<file path="src/rtl/bcd_pkg.sv">
// Shared types, constants and the BCD digit to 7-segment pattern table for the
// display blocks.
package bcd_pkg;

   typedef enum logic {
      SHOW_ONES = 1'b0,
      SHOW_TENS = 1'b1
   } scan_state_t;

   localparam logic [6:0] SEG_BLANK = 7'h00;
   localparam logic [6:0] SEG_DASH  = 7'h40;

   // Active-high pattern, bit0=a ... bit6=g; non-BCD codes show a dash.
   function automatic logic [6:0] seg7_pattern(input logic [3:0] digit);
      logic [6:0] pat;
      case (digit)
         4'd0:    pat = 7'h3F;
         4'd1:    pat = 7'h06;
         4'd2:    pat = 7'h5B;
         4'd3:    pat = 7'h4F;
         4'd4:    pat = 7'h66;
         4'd5:    pat = 7'h6D;
         4'd6:    pat = 7'h7D;
         4'd7:    pat = 7'h07;
         4'd8:    pat = 7'h7F;
         4'd9:    pat = 7'h6F;
         default: pat = SEG_DASH;
      endcase
      return pat;
   endfunction

endpackage

</file>
<file path="src/rtl/bcd_to_seg7.sv">
// Combinational BCD digit to active-high 7-segment decoder.
module bcd_to_seg7
   import bcd_pkg::*;
(
   input  logic [3:0] digit,
   output logic [6:0] seg
);

   assign seg = seg7_pattern(digit);

endmodule

</file>
<file path="src/rtl/bcd_2dig_seg_scan.sv">
// Two-digit multiplexed 7-segment driver: shadows a tens/ones BCD pair and
// alternates the lit digit every SCAN_DIV cycles, with registered outputs.
module bcd_2dig_seg_scan
   import bcd_pkg::*;
#(
   parameter int unsigned SCAN_DIV       = 1000,
   parameter bit          LZ_BLANK       = 1'b1,
   parameter bit          SEG_ACTIVE_LOW = 1'b0
) (
   input  logic       clk,
   input  logic       rst,
   input  logic       en,
   input  logic       load,
   input  logic [3:0] tens,
   input  logic [3:0] ones,
   output logic [6:0] seg,
   output logic [1:0] an,
   output logic       err
);

   localparam int unsigned PW        = (SCAN_DIV > 2) ? $clog2(SCAN_DIV) : 1;
   localparam logic [PW-1:0] PRESC_MAX = PW'(SCAN_DIV - 1);
   localparam logic [6:0]  SEG_OFF   = SEG_ACTIVE_LOW ? ~SEG_BLANK : SEG_BLANK;

   scan_state_t   state_q, state_d;
   logic [PW-1:0] presc_q, presc_d;
   logic [3:0]    shadow_tens_q, shadow_ones_q;
   logic [6:0]    seg_q, seg_d;
   logic [1:0]    an_q, an_d;
   logic          err_q, err_d;
   logic [3:0]    digit_mux;
   logic [6:0]    digit_seg;

   bcd_to_seg7 u_dec (
      .digit (digit_mux),
      .seg   (digit_seg)
   );

   always_comb begin
      state_d   = state_q;
      presc_d   = presc_q;
      an_d      = 2'b00;
      seg_d     = SEG_BLANK;
      digit_mux = (state_q == SHOW_TENS) ? shadow_tens_q : shadow_ones_q;
      err_d     = (shadow_tens_q > 4'd9) | (shadow_ones_q > 4'd9);

      if (en) begin
         if (presc_q == PRESC_MAX) begin
            presc_d = '0;
            state_d = (state_q == SHOW_ONES) ? SHOW_TENS : SHOW_ONES;
         end else begin
            presc_d = presc_q + PW'(1);
         end

         // Outputs follow the pre-edge state, so they lag the FSM by one cycle.
         if (state_q == SHOW_ONES) begin
            an_d  = 2'b01;
            seg_d = digit_seg;
         end else if (!(LZ_BLANK && shadow_tens_q == 4'd0)) begin
            an_d  = 2'b10;
            seg_d = digit_seg;
         end
      end

      if (SEG_ACTIVE_LOW) begin
         seg_d = ~seg_d;
      end
   end

   always_ff @(posedge clk or posedge rst) begin
      if (rst) begin
         state_q       <= SHOW_ONES;
         presc_q       <= '0;
         shadow_tens_q <= 4'd0;
         shadow_ones_q <= 4'd0;
         seg_q         <= SEG_OFF;
         an_q          <= 2'b00;
         err_q         <= 1'b0;
      end else begin
         state_q <= state_d;
         presc_q <= presc_d;
         seg_q   <= seg_d;
         an_q    <= an_d;
         err_q   <= err_d;
         if (load) begin
            shadow_tens_q <= tens;
            shadow_ones_q <= ones;
         end
      end
   end

   assign seg = seg_q;
   assign an  = an_q;
   assign err = err_q;

endmodule

</file>
<file path="config.mk">
export PLATFORM = sky130hd
export DESIGN_NAME = bcd_2dig_seg_scan
export DESIGN_NICKNAME = d
export VERILOG_FILES = /design/src/rtl/bcd_pkg.sv /design/src/rtl/bcd_to_seg7.sv /design/src/rtl/bcd_2dig_seg_scan.sv
export SDC_FILE = /design/constraint.sdc
export NUM_CORES = 1
export LEC_CHECK = 0
export ABC_AREA = 1
export CORE_MARGIN = 1
export CORE_UTILIZATION = 53
export DETAILED_ROUTE_END_ITERATION = 6
export PLACE_DENSITY_LB_ADDON = 0.3
export REMOVE_ABC_BUFFERS = 1
export SETUP_SLACK_MARGIN = 0.1
export SLEW_MARGIN = 20
export SYNTH_ARGS = -nofsm -noshare
export SYNTH_HDL_FRONTEND = slang
export SYNTH_SLANG_ARGS = --single-unit
</file>
<file path="constraint.sdc">
create_clock -name clk -period 1.6 [get_ports clk]
set_input_delay 0.32 -clock clk [delete_from_list [all_inputs] [get_ports clk]]
set_output_delay 0.32 -clock clk [all_outputs]
set_load 0.1 [all_outputs]
</file>
* After elaboration in Yosys (flattened, before gate mapping)
Memory sizes are Yosys's and may differ from the RTL's. Cells that the tools add are included.
Operators by class: mux-type cells 9, eq/ne operators 1, bitwise operators 1, order comparisons 2, reductions and logical operators 2, add/subtract/negate cells 1
Operators with widths (count):
- 7-bit 2-to-1 mux | 3
- 10-bit by 1-bit adder with 10-bit output, second input constant | 1
- 10-bit equality test, second input constant | 1
- 10-bit 2-to-1 mux | 1
- 4-bit > comparator, second input constant | 2
- 2-bit 2-to-1 mux | 3
- 4-bit zero test | 1
- 4-bit 2-to-1 mux | 1
- 2-bit AND reduction | 1
- 1-bit 2-to-1 mux | 1
- 1-bit OR | 1
Word-level totals: output and inout bits 10, memories 1, word-level logic and storage cells 24, bits of input ports 12, ROM bits 112, register bits 29
Memory list:
- (name not given) | words 16, bits a word 7, rd ports 1, clocked after memory_dff 0, wr ports 0, line bcd_pkg.sv:16 | case (digit)

* Longest topological paths before layout
An unclocked memory read counts as a cell.
word-level depth 5, gate-level depth with buffers 9, gate-level depth less buffers 8

* By module
From an unflattened synthesis, not the netlist that was laid out.
Second synthesis, totals: cell total of the unflattened synthesis 184, area total of the unflattened synthesis 1524.0 sq um
By module, submodules not included:
- bcd_2dig_seg_scan | cells each 148, seq. area each 725.7 sq um, area each 1331.3 sq um, instances 1
- bcd_to_seg7 | cells each 36, seq. area each 0.0 sq um, area each 192.7 sq um, instances 1

* Worst setup path before layout
No wires, ideal clock.
path kind register to register, from register state_q, to register seg_q[3] (netlist: seg[3]), buffers on the path 1, setup time 118 ps, arrival 1318 ps, period minus slack after synthesis 1435 ps, path slack 165 ps, required time 1482 ps, cell stages (with the launch flop) 9, cell sequence dfrtp_1 > buf_6 > o21ai_2 > inv_1 > ha_1 > inv_1 > nor2_1 > nor2_1 > nor2_1
On the way: longest elaborated chain between the ends 5
RTL lines:
- start: declaration | line bcd_2dig_seg_scan.sv:25 | scan_state_t state_q, state_d;
- start signal: assignment | line bcd_2dig_seg_scan.sv:80 | state_q <= state_d;
- 4-bit 2-to-1 mux | line bcd_2dig_seg_scan.sv:44 | digit_mux = (state_q == SHOW_TENS) ? shadow_tens_q : shadow_ones_q;
- memory 16 x 7 bit
- 7-bit 2-to-1 mux | line bcd_2dig_seg_scan.sv:59 | end else if (!(LZ_BLANK && shadow_tens_q == 4'd0)) begin
- 7-bit 2-to-1 mux * | line bcd_2dig_seg_scan.sv:56 | if (state_q == SHOW_ONES) begin
- 7-bit 2-to-1 mux * | line bcd_2dig_seg_scan.sv:47 | if (en) begin
- net seg_d[3] | line bcd_2dig_seg_scan.sv:28 | logic [6:0] seg_q, seg_d;
- end signal: assignment | line bcd_2dig_seg_scan.sv:82 | seg_q <= seg_d;
- end: declaration | line bcd_2dig_seg_scan.sv:28
Mark *: on every way through the listed nets, which the timed path passes. The rest lies on a longest branch. A chain may end at the register's enable or synchronous reset.

* Final worst setup path
from register state_q, to register seg_q[5] (netlist: seg[5])
Same word-level chain as after synthesis.

==> reports/summary.md <==
The flow ran to the end, and the final reports show no timing, DRC or antenna violations. The analysis attributes to cell leakage a power of 1.04 nW. The number of nets with antenna violations after detailed routing was 0. The buffering stage count on the worst path with inverters included is 3. In the post-synthesis netlist, the biggest area contributors are sky130_fd_sc_hd__dfrtp_1, sky130_fd_sc_hd__nand2_1, sky130_fd_sc_hd__inv_1. The worst setup path is of the reg2reg kind. The critical path starts at state_q$_DFFE_PP0P_.

The utilization of the core after routing is 79.9%. The quantity of I/O buffers inserted on ports works out to 21. Counting the buffers created by CTS gives 5. The last weighted congestion value of the routability-driven placer came out at 0.913.

TritonCTS built the clock tree. HPWL reported at the end of detailed placement: 2.33 mm. Setup repair after global routing could not meet its margin everywhere.

After global routing the overflow that remains totals 0. The per-cell via count in the routed design is 5.39. The worst-case reg-to-reg path depth is 9, and the total power per unit cell area is 1480 nW/µm². The slowest stage of the critical path is the sky130_fd_sc_hd__dfrtp_2 cell.

Cell area after synthesis: 1490 µm². The clock reaches the later pin of the worst-skew pair after 0.33 ns. The kind of cell with the highest combined delay on the critical path was flip-flops. Setup slack on the worst reg-to-reg path comes out at 0.08 ns.

The finished layout cell area is 2050 µm², and the placeable core region is 2570 µm². The run gives 1.74 ns as the critical path arrival. Ranked by instance count, the synthesized netlist is headed by sky130_fd_sc_hd__nand2_1, sky130_fd_sc_hd__inv_1, sky130_fd_sc_hd__dfrtp_1. Walking the worst path, the cells encountered are buf_4 -> o21ai_4 -> buf_4 -> ha_1 -> inv_1 -> nand2_2 -> nand2_1 -> nor2_1 -> nor2_1.

For the number of hold violations in the final report, the log shows 0. The run gives 4 as the length of the first detailed-routing pass in iterations. The number of pins exceeding their max-slew limit in the final report was 0.

At the worst endpoint, the required time is 1.82 ns. For the clock sink count, the log shows 29. The worst register-to-register path begins at state_q$_DFFE_PP0P_. After synthesis, the netlist uses 23 different library cells.

The number of placed I/O pins came out at 22. The finished layout holds 254 standard cells, fillers aside. The achievable frequency came out at 0.657 GHz.

The fill cell instance count of the final layout is 173. In this run, the number of DRC markers left after iteration 0 of detailed routing was 46. CTS placed an instance of sky130_fd_sc_hd__clkbuf_4 at the clock tree root. The flop and latch count out of synthesis came out at 29. For this run, the slowest stage of the critical path takes 0.42 ns. At the pin with the least slew margin, the transition time is 0.369 ns.

The maximum level of the CTS H-tree is 2, and the portion of the post-synthesis area used by sequential elements is 48.6%. The logic depth of the worst path, buffers included came out at 9. After detailed placement, the total cell area comes to 1850 µm².

For this run, the total global-route usage over all layers was measured as 25.4%. The number of global-route vias before repair is 1181, and the maximum net fanout on the critical path is 4. The worst path in the final design needs a cycle of 1.52 ns, including I/O delays and setup. Summed over all layers, the routed wires come to 3.64 mm. The global-route wire length before repair was 5.19 mm. The run gives 3030 µm² as the full die area. Of all cell types, the one taking the most synthesized area is sky130_fd_sc_hd__dfrtp_1.

Tightest slew margin relative to the limit: 75.4%. The kind of end point of the critical path is a flop. For the final-report setup violation count, the log shows 0. The class of the worst hold path was in2async. The number of placed cells counting well taps came out at 242. In the final layout, the share of cells above drive strength 1 is 24.1%. The worst clock skew was 0.0170 ns. The tools report the type of element launching the critical path as a flop.

Yosys printed 0 warnings. A synthesized cell averages 7.86 µm². In the final routed layout, each cell accounts on average for 14.3 µm. Summing over every cut layer, the via total after detailed routing is 1370. Clock-pin slew was measured on the worst setup and hold paths at 0.10 ns. The most used flip-flop cell after synthesis is sky130_fd_sc_hd__dfrtp_1. The endpoint identified for the worst register-to-register timing path is seg[5]$_DFF_PP0_. In the synthesized netlist, the number of instances is 190.

The tools report the effective utilization at floorplan as 58.2%. Of all flip-flops after synthesis, the portion carrying an async set or reset was 100%. The number of nets in the layout came out at 241. In this run, synthesis inferred 0 flip-flops with an integrated enable. Entering global routing, the biggest net connects 30 pins. Hold repair after CTS inserted 0 buffers.

The worst-case vdd ir drop came out at 1.45 mV. The last element of the critical path was seg[5]$_DFF_PP0_. The vertical die dimension was 55.1 µm; the part of the cycle the worst path needs was 95.1%. The count of standard-cell rows is 18, and the share of the synthesized area in the top cell type is 48.6%.

From synthesis to final layout, the design area changed by 37.4%. By instance count, the leading cell after synthesis is sky130_fd_sc_hd__nand2_1. After detailed routing, the number of remaining DRC violations is 0. Counting along the longest clock path gives a buffer depth of 2. The die is 55.1 µm wide. The total inserted antenna cells was 0. The max-cap check violation count is 0. For the initial antenna violation count, the log shows 0.
==> state kept, by name, indices dropped and copies added, names as in the netlist <==
| register | flops |
|---|---|
| seg | 7 |
| state_q | 1 |
| shadow_tens_q | 4 |
| err | 1 |
| presc_q | 10 |
| an | 2 |
| shadow_ones_q | 4 |
==> per-stage QoR <==
step                total power [mW]  setup slack [ns]  hold slack (ns)  setup TNS, ns
finish                          3.03            0.0779            0.351              0
global route                    3.19            0.0112            0.435              0
CTS                             2.91            0.0961            0.365              0
detailed placement              2.29           -0.0250            0.516        -0.0361
global placement                2.22            0.0453            0.498              0
floorplan                       1.85             0.123            0.398              0
==> kinds of logic after synthesis <==
family	synth area share (%)
fa+ha+maj	5.02
xor+xnor	0.586
buf+inv	9.80
flops	48.6
compound gates	8.54
simple gates	26.7
mux	0.754
==> worst min path at each step <==
stage / start / to / slack, ns / cells after the start
floorplan: rst / an[0]$_DFF_PP0_ / 0.40 / 1
global placement: presc_q[1]$_DFFE_PP0P_ / presc_q[1]$_DFFE_PP0P_ / 0.50 / 2
detailed placement: presc_q[1]$_DFFE_PP0P_ / presc_q[1]$_DFFE_PP0P_ / 0.52 / 2
CTS: rst / presc_q[0]$_DFFE_PP0P_ / 0.36 / 3
global route: rst / an[0]$_DFF_PP0_ / 0.43 / 3
finish: rst / an[0]$_DFF_PP0_ / 0.35 / 3
==> tightest hold or removal path, stage by stage <==
cell                              delay (ns)
sky130_fd_sc_hd__clkdlybuf4s50_1        0.39
sky130_fd_sc_hd__inv_1                  0.05
sky130_fd_sc_hd__buf_4                  0.34
==> placed cells by master, fill, tap and decap left out, drive strengths merged, types with 2 or more instances in the layout <==
cell type / count
clkdlybuf4s50: 11
dfrtp: 29
nor3: 3
ha: 6
inv: 33
nand3: 10
a21oi: 2
o21ai: 19
buf: 18
nand2: 54
clkbuf: 7
nor2: 26
==> where the power goes <==
part	internal [mW]	switching [mW]	leakage (nW)
Combinational	0.466	0.856	0.650
Sequential	0.909	0.172	0.344
Clock	0.373	0.254	0.0455
==> timing repair <==
item | in CTS | in global routing
pin swaps | 0 | 7
endpoints found under the setup margin | 4 | 9
resized for setup | 2 | 23
buffers inserted | 0 | 4
gates cloned | 0 | 0
==> area by class of cell <==
type / count / area [µm²] / share of cell area (%)
clock inverters: 1 / 30.0 / 1.46
clock buffers: 7 / 55.1 / 2.68
multi-input cells: 125 / 704 / 34.3
repair buffers: 29 / 374 / 18.2
inverters: 33 / 124 / 6.04
flip-flops and latches: 29 / 727 / 35.4
well taps: 30 / 37.5 / 1.83
==> metal layers <==
layer,track usage [%],share of wire (%),up-vias
met2,43.0,52,71
met1,30.2,39,645
met3,8.20,6.4,12
met5,0,0,-
li1,-,-,642
met4,9.17,2.7,0
No activity file was read; power rests on OpenSTA's default activity.
==> variant 1 (config.mk and constraints unchanged) <==
`LZ_BLANK`: 1'b1 -> 1'b0.
--- a/src/rtl/bcd_2dig_seg_scan.sv
+++ b/src/rtl/bcd_2dig_seg_scan.sv
@@ -4,7 +4,7 @@
    import bcd_pkg::*;
 #(
    parameter int unsigned SCAN_DIV       = 1000,
-   parameter bit          LZ_BLANK       = 1'b1,
+   parameter bit          LZ_BLANK       = 1'b0,
    parameter bit          SEG_ACTIVE_LOW = 1'b0
 ) (
    input  logic       clk,
Behaviour: no difference found for any inputs over 10 cycles, from zero or initial values and one cycle with rst high; that may be too few to reach the edited logic, so the function may still have changed.
==> variant 1 against the unedited design <==
Sequential cell count unchanged; hold slack got worse by 0.0027 ns; setup slack improved by 0.10 ns; clock skew about the same; clock power decreased by 29%; global-route usage decreased by 3.1 points; combinational power decreased by 44%; critical path type unchanged; sequential share of layout area increased by 2.6 points; largest cell class unchanged; synthesized area decreased by 2.8%; total power decreased by 28%; via count decreased by 15%; wire length decreased by 25%; final area decreased by 7.0%.
==> variant 1: results <==
group,metric,value,unit
setup_path,crit_arrival,1.67,ns
timing,finalHoldWorstSlack,0.348,ns
power_and_ir_drop,leakagePower,0.997,nW
timing,worst_pin_slew,0.358,ns
yosys,synth_area_leaders,"dfrtp_1, nand2_1, inv_1, nor2_1, ha_1",
grt,grt_first_pass_wirelength,4580,µm
setup_path,crit_fanout,7,
timing,fin_skew,0.0170,ns
final_layout,multi_input_area,622,µm²
route,wl,2730,µm
final_layout,drive_gt1_frac,0.224,
power_and_ir_drop,ir_drop,1.02,mV
yosys,synth_cells,168,
final_layout,multi_input_comb_cells,110,
placement,pre_cts_ws,0.0593,ns
route,drt_iter0_drc,20,
final_layout,syn_to_final_growth,31.6,%
placement,dp_hpwl,2010,µm
final_layout,seq_cells,29,
final_layout,num-nonclk-inverters,26,
final_layout,sh_seq_area,0.381,
final_layout,layout.nonclk_buf_frac,0.194,
route,wl_per_cell,11.8,µm
yosys,ys_types,22,
final_layout,clkCellAreaFrac,0.0288,
placement,placed_area,1830,µm²
placement,routabilityCongestion,0.886,
run_status,outcome,"finished, final reports clean",
[variant 1: cell types whose count changed in the layout (fill, tap and decap cells not counted), sizes merged, moves of 2 or more]
cell and delta:
a21oi +2, inv -7, mux2 +4, nand2 -14, nand3 +4, nor3 -3
o21ai -8
[variant 1: routing by layer]
metal  vias up  track usage  wire length [µm]
met1       531        0.264              1170
met2        34        0.384              1410
met3         4       0.0583               122
li1        590            -                 -
met5         -            0                 0
met4         0       0.0897                25
[variant 1: kinds of logic after synthesis]
logic type,after synthesis,synth area share
AND/OR/NAND/NOR,81,0.253
flip-flops,29,0.500
XOR/XNOR,2,0.0121
buffers and inverters,29,0.0836
multiplexers,5,0.0388
AO/OA/AOI/OAI,16,0.0612
adder cells (fa/ha/maj),6,0.0517
[variant 1: timing repair]
action	CTS	global route
hold buffers	0	0
pin swaps	0	1
setup endpoints to repair	3	5
setup buffers	0	1
resized for setup	1	4
[variant 1: path summary, 6_finish.rpt]
kind	endpoint	cells after the start
setup reg to reg	seg[3]	7
min in group clk	err	2
setup / recovery	seg[3]	7
hold reg to reg	err	2
max in group asynchronous	seg[5]	3
hold / removal	state_q	3
[variant 1: power breakdown]
part | switching, mW | leakage [nW] | internal (mW) | total, mW
logic | 0.463 | 0.618 | 0.276 | 0.739
clock network | 0.236 | 0.0314 | 0.207 | 0.443
registers | 0.123 | 0.347 | 0.862 | 0.986
total | 0.822 | 0.997 | 1.34 | 2.17
[variant 1: worst max-delay path: stages (launching register included)]
cell	delay (ns)
dfrtp_2	0.50
o21ai_2	0.17
inv_1	0.09
ha_1	0.28
inv_1	0.05
nor2_2	0.11
nor2_1	0.05
nor2_1	0.09
==> variant 2 (config.mk and constraints unchanged) <==
Made on the original files. Add an input register stage for `en`, `load`, `tens` and `ones`, with the module's reset; this delays them by one clock.
--- a/src/rtl/bcd_2dig_seg_scan.sv
+++ b/src/rtl/bcd_2dig_seg_scan.sv
@@ -22,6 +22,25 @@
    localparam logic [PW-1:0] PRESC_MAX = PW'(SCAN_DIV - 1);
    localparam logic [6:0]  SEG_OFF   = SEG_ACTIVE_LOW ? ~SEG_BLANK : SEG_BLANK;
 
+   logic en_q;
+   logic load_q;
+   logic [3:0] tens_q;
+   logic [3:0] ones_q;
+
+   always_ff @(posedge clk or posedge rst) begin
+      if (rst) begin
+         en_q   <= '0;
+         load_q <= '0;
+         tens_q <= '0;
+         ones_q <= '0;
+      end else begin
+         en_q   <= en;
+         load_q <= load;
+         tens_q <= tens;
+         ones_q <= ones;
+      end
+   end
+
    scan_state_t   state_q, state_d;
    logic [PW-1:0] presc_q, presc_d;
    logic [3:0]    shadow_tens_q, shadow_ones_q;
@@ -44,7 +63,7 @@
       digit_mux = (state_q == SHOW_TENS) ? shadow_tens_q : shadow_ones_q;
       err_d     = (shadow_tens_q > 4'd9) | (shadow_ones_q > 4'd9);
 
-      if (en) begin
+      if (en_q) begin
          if (presc_q == PRESC_MAX) begin
             presc_d = '0;
             state_d = (state_q == SHOW_ONES) ? SHOW_TENS : SHOW_ONES;
@@ -82,9 +101,9 @@
          seg_q   <= seg_d;
          an_q    <= an_d;
          err_q   <= err_d;
-         if (load) begin
-            shadow_tens_q <= tens;
-            shadow_ones_q <= ones;
+         if (load_q) begin
+            shadow_tens_q <= tens_q;
+            shadow_ones_q <= ones_q;
          end
       end
    end
Function: changed (Yosys sat finds a counterexample within 4 cycles, from zero or initial values and one cycle with rst high).
==> variant 2 against the unedited design <==
Synthesized cell count up 7.4%; wire length is 18% lower; count of clock-buffer cells in the layout decreased by 1; sequential cell count rose by 10; synthesized area rose by 18%; die area up 17%; clock skew is 0.0096 ns lower; setup slack improved by 0.13 ns; maximum frequency is 9.3% higher; via count shrank 3.7%; final area grew 9.1%; total power shrank 12%; critical endpoint is now seg[3].
==> variant 2: results <==
group,metric,value,unit
yosys,synth_cells,204,
placement,routabilityCongestion,0.865,
placement,placed_area,2130,µm²
final_layout,drive_gt1_frac,0.163,
setup_path,crit_arrival,1.67,ns
setup_path,r2r-end,"seg[3]",
route,avgViaCountPerCell,4.76,
placement,post-place-cells,268,
yosys,synth_area_leaders,"dfrtp_1, nand2_1, nor2_1, inv_1, ha_1",
clocking,clk_pin_slew,0.12,ns
yosys,synthTopCellsByCount,"nand2_1, dfrtp_1, nor2_1, inv_1",
run_status,outcome,"finished, final reports clean",
grt,gr-usage-all-layers,0.212,
route,drt_iter0_drc,51,
setup_path,rrSetupSlack,0.21,ns
placement,dp_hpwl,2240,µm
final_layout,fillers,246,
yosys,synth_seq_area_share,0.553,
final_layout,num-nets-final,250,
placement,pre_cts_ws,0.140,ns
setup_path,crit_fanout,7,
final_layout,stdcell_area,2240,µm²
timing,fin_skew,0.00748,ns
grt,grt_pass1_vias,1262,
timing,slew_headroom,0.743,
grt,grt_max_degree,40,
setup_path,rr_worst_depth,7,
grt,grt_first_pass_wirelength,5400,µm
power_and_ir_drop,ir_drop,0.646,mV
final_layout,insertedDiodeCount,0,
route,wl,2980,µm
final_layout,final_cells,277,
-- variant 2: report_power, final --
part / internal [mW] / switching (mW)
clock network: 0.369 / 0.314
registers: 1.11 / 0.128
logic: 0.281 / 0.469
-- variant 2: worst max-delay path by stage --
stage | startpoint | end | slack [ns] | cells past startpoint
global placement | state_q | seg[3] | 0.21 | 7
floorplan | state_q | seg[3] | 0.12 | 8
finish | state_q | seg[3] | 0.21 | 7
detailed placement | state_q | seg[2] | 0.14 | 5
CTS | state_q | seg[2] | 0.12 | 5
global route | presc_q[0] | state_q | 0.09 | 7
-- variant 2: final cells by class --
type | instances | area share
Sequential cell | 39 | 0.436
Multi-Input combinational cell | 130 | 0.293
Clock inverter | 2 | 0.0156
Timing Repair Buffer | 24 | 0.154
Inverter | 32 | 0.0536
Tap cell | 44 | 0.0246
Clock buffer | 6 | 0.0229
-- variant 2: metal layers --
| metal | GRT usage | vias up | part of all wire |
|---|---|---|---|
| met5 | 0 | - | 0 |
| met4 | 0.0698 | 0 | 0.012 |
| met3 | 0.0714 | 4 | 0.037 |
| met2 | 0.338 | 24 | 0.48 |
| met1 | 0.274 | 610 | 0.47 |
| li1 | - | 681 | - |
-- variant 2: metrics by stage --
stage                     hold slack, ns  power, mW
after floorplan                    0.351       1.74
final                              0.340       2.68
after CTS                          0.345       2.69
after global placement             0.430       1.98
after detailed placement           0.439       2.00
after global routing               0.346       2.84
-- variant 2: cells by family after synthesis --
family / synth area share
AOI/OAI and AO/OA: 0.0638
DFF: 0.553
and+or+nand+nor: 0.248
adders and majority gates: 0.0426
muxes: 0.00638
xor gates and xnor gates: 0.00497
buffers and inverters: 0.0809
-- variant 2: tightest hold or removal path: stages --
cell and delay, ns:
clkdlybuf4s50_1 0.40, inv_1 0.10, buf_12 0.23
-- variant 2: repair_timing --
| item | CTS | global route |
|---|---|---|
| gates resized for setup | 0 | 4 |
| setup endpoints to repair | 0 | 6 |
| buffers inserted | 0 | 1 |
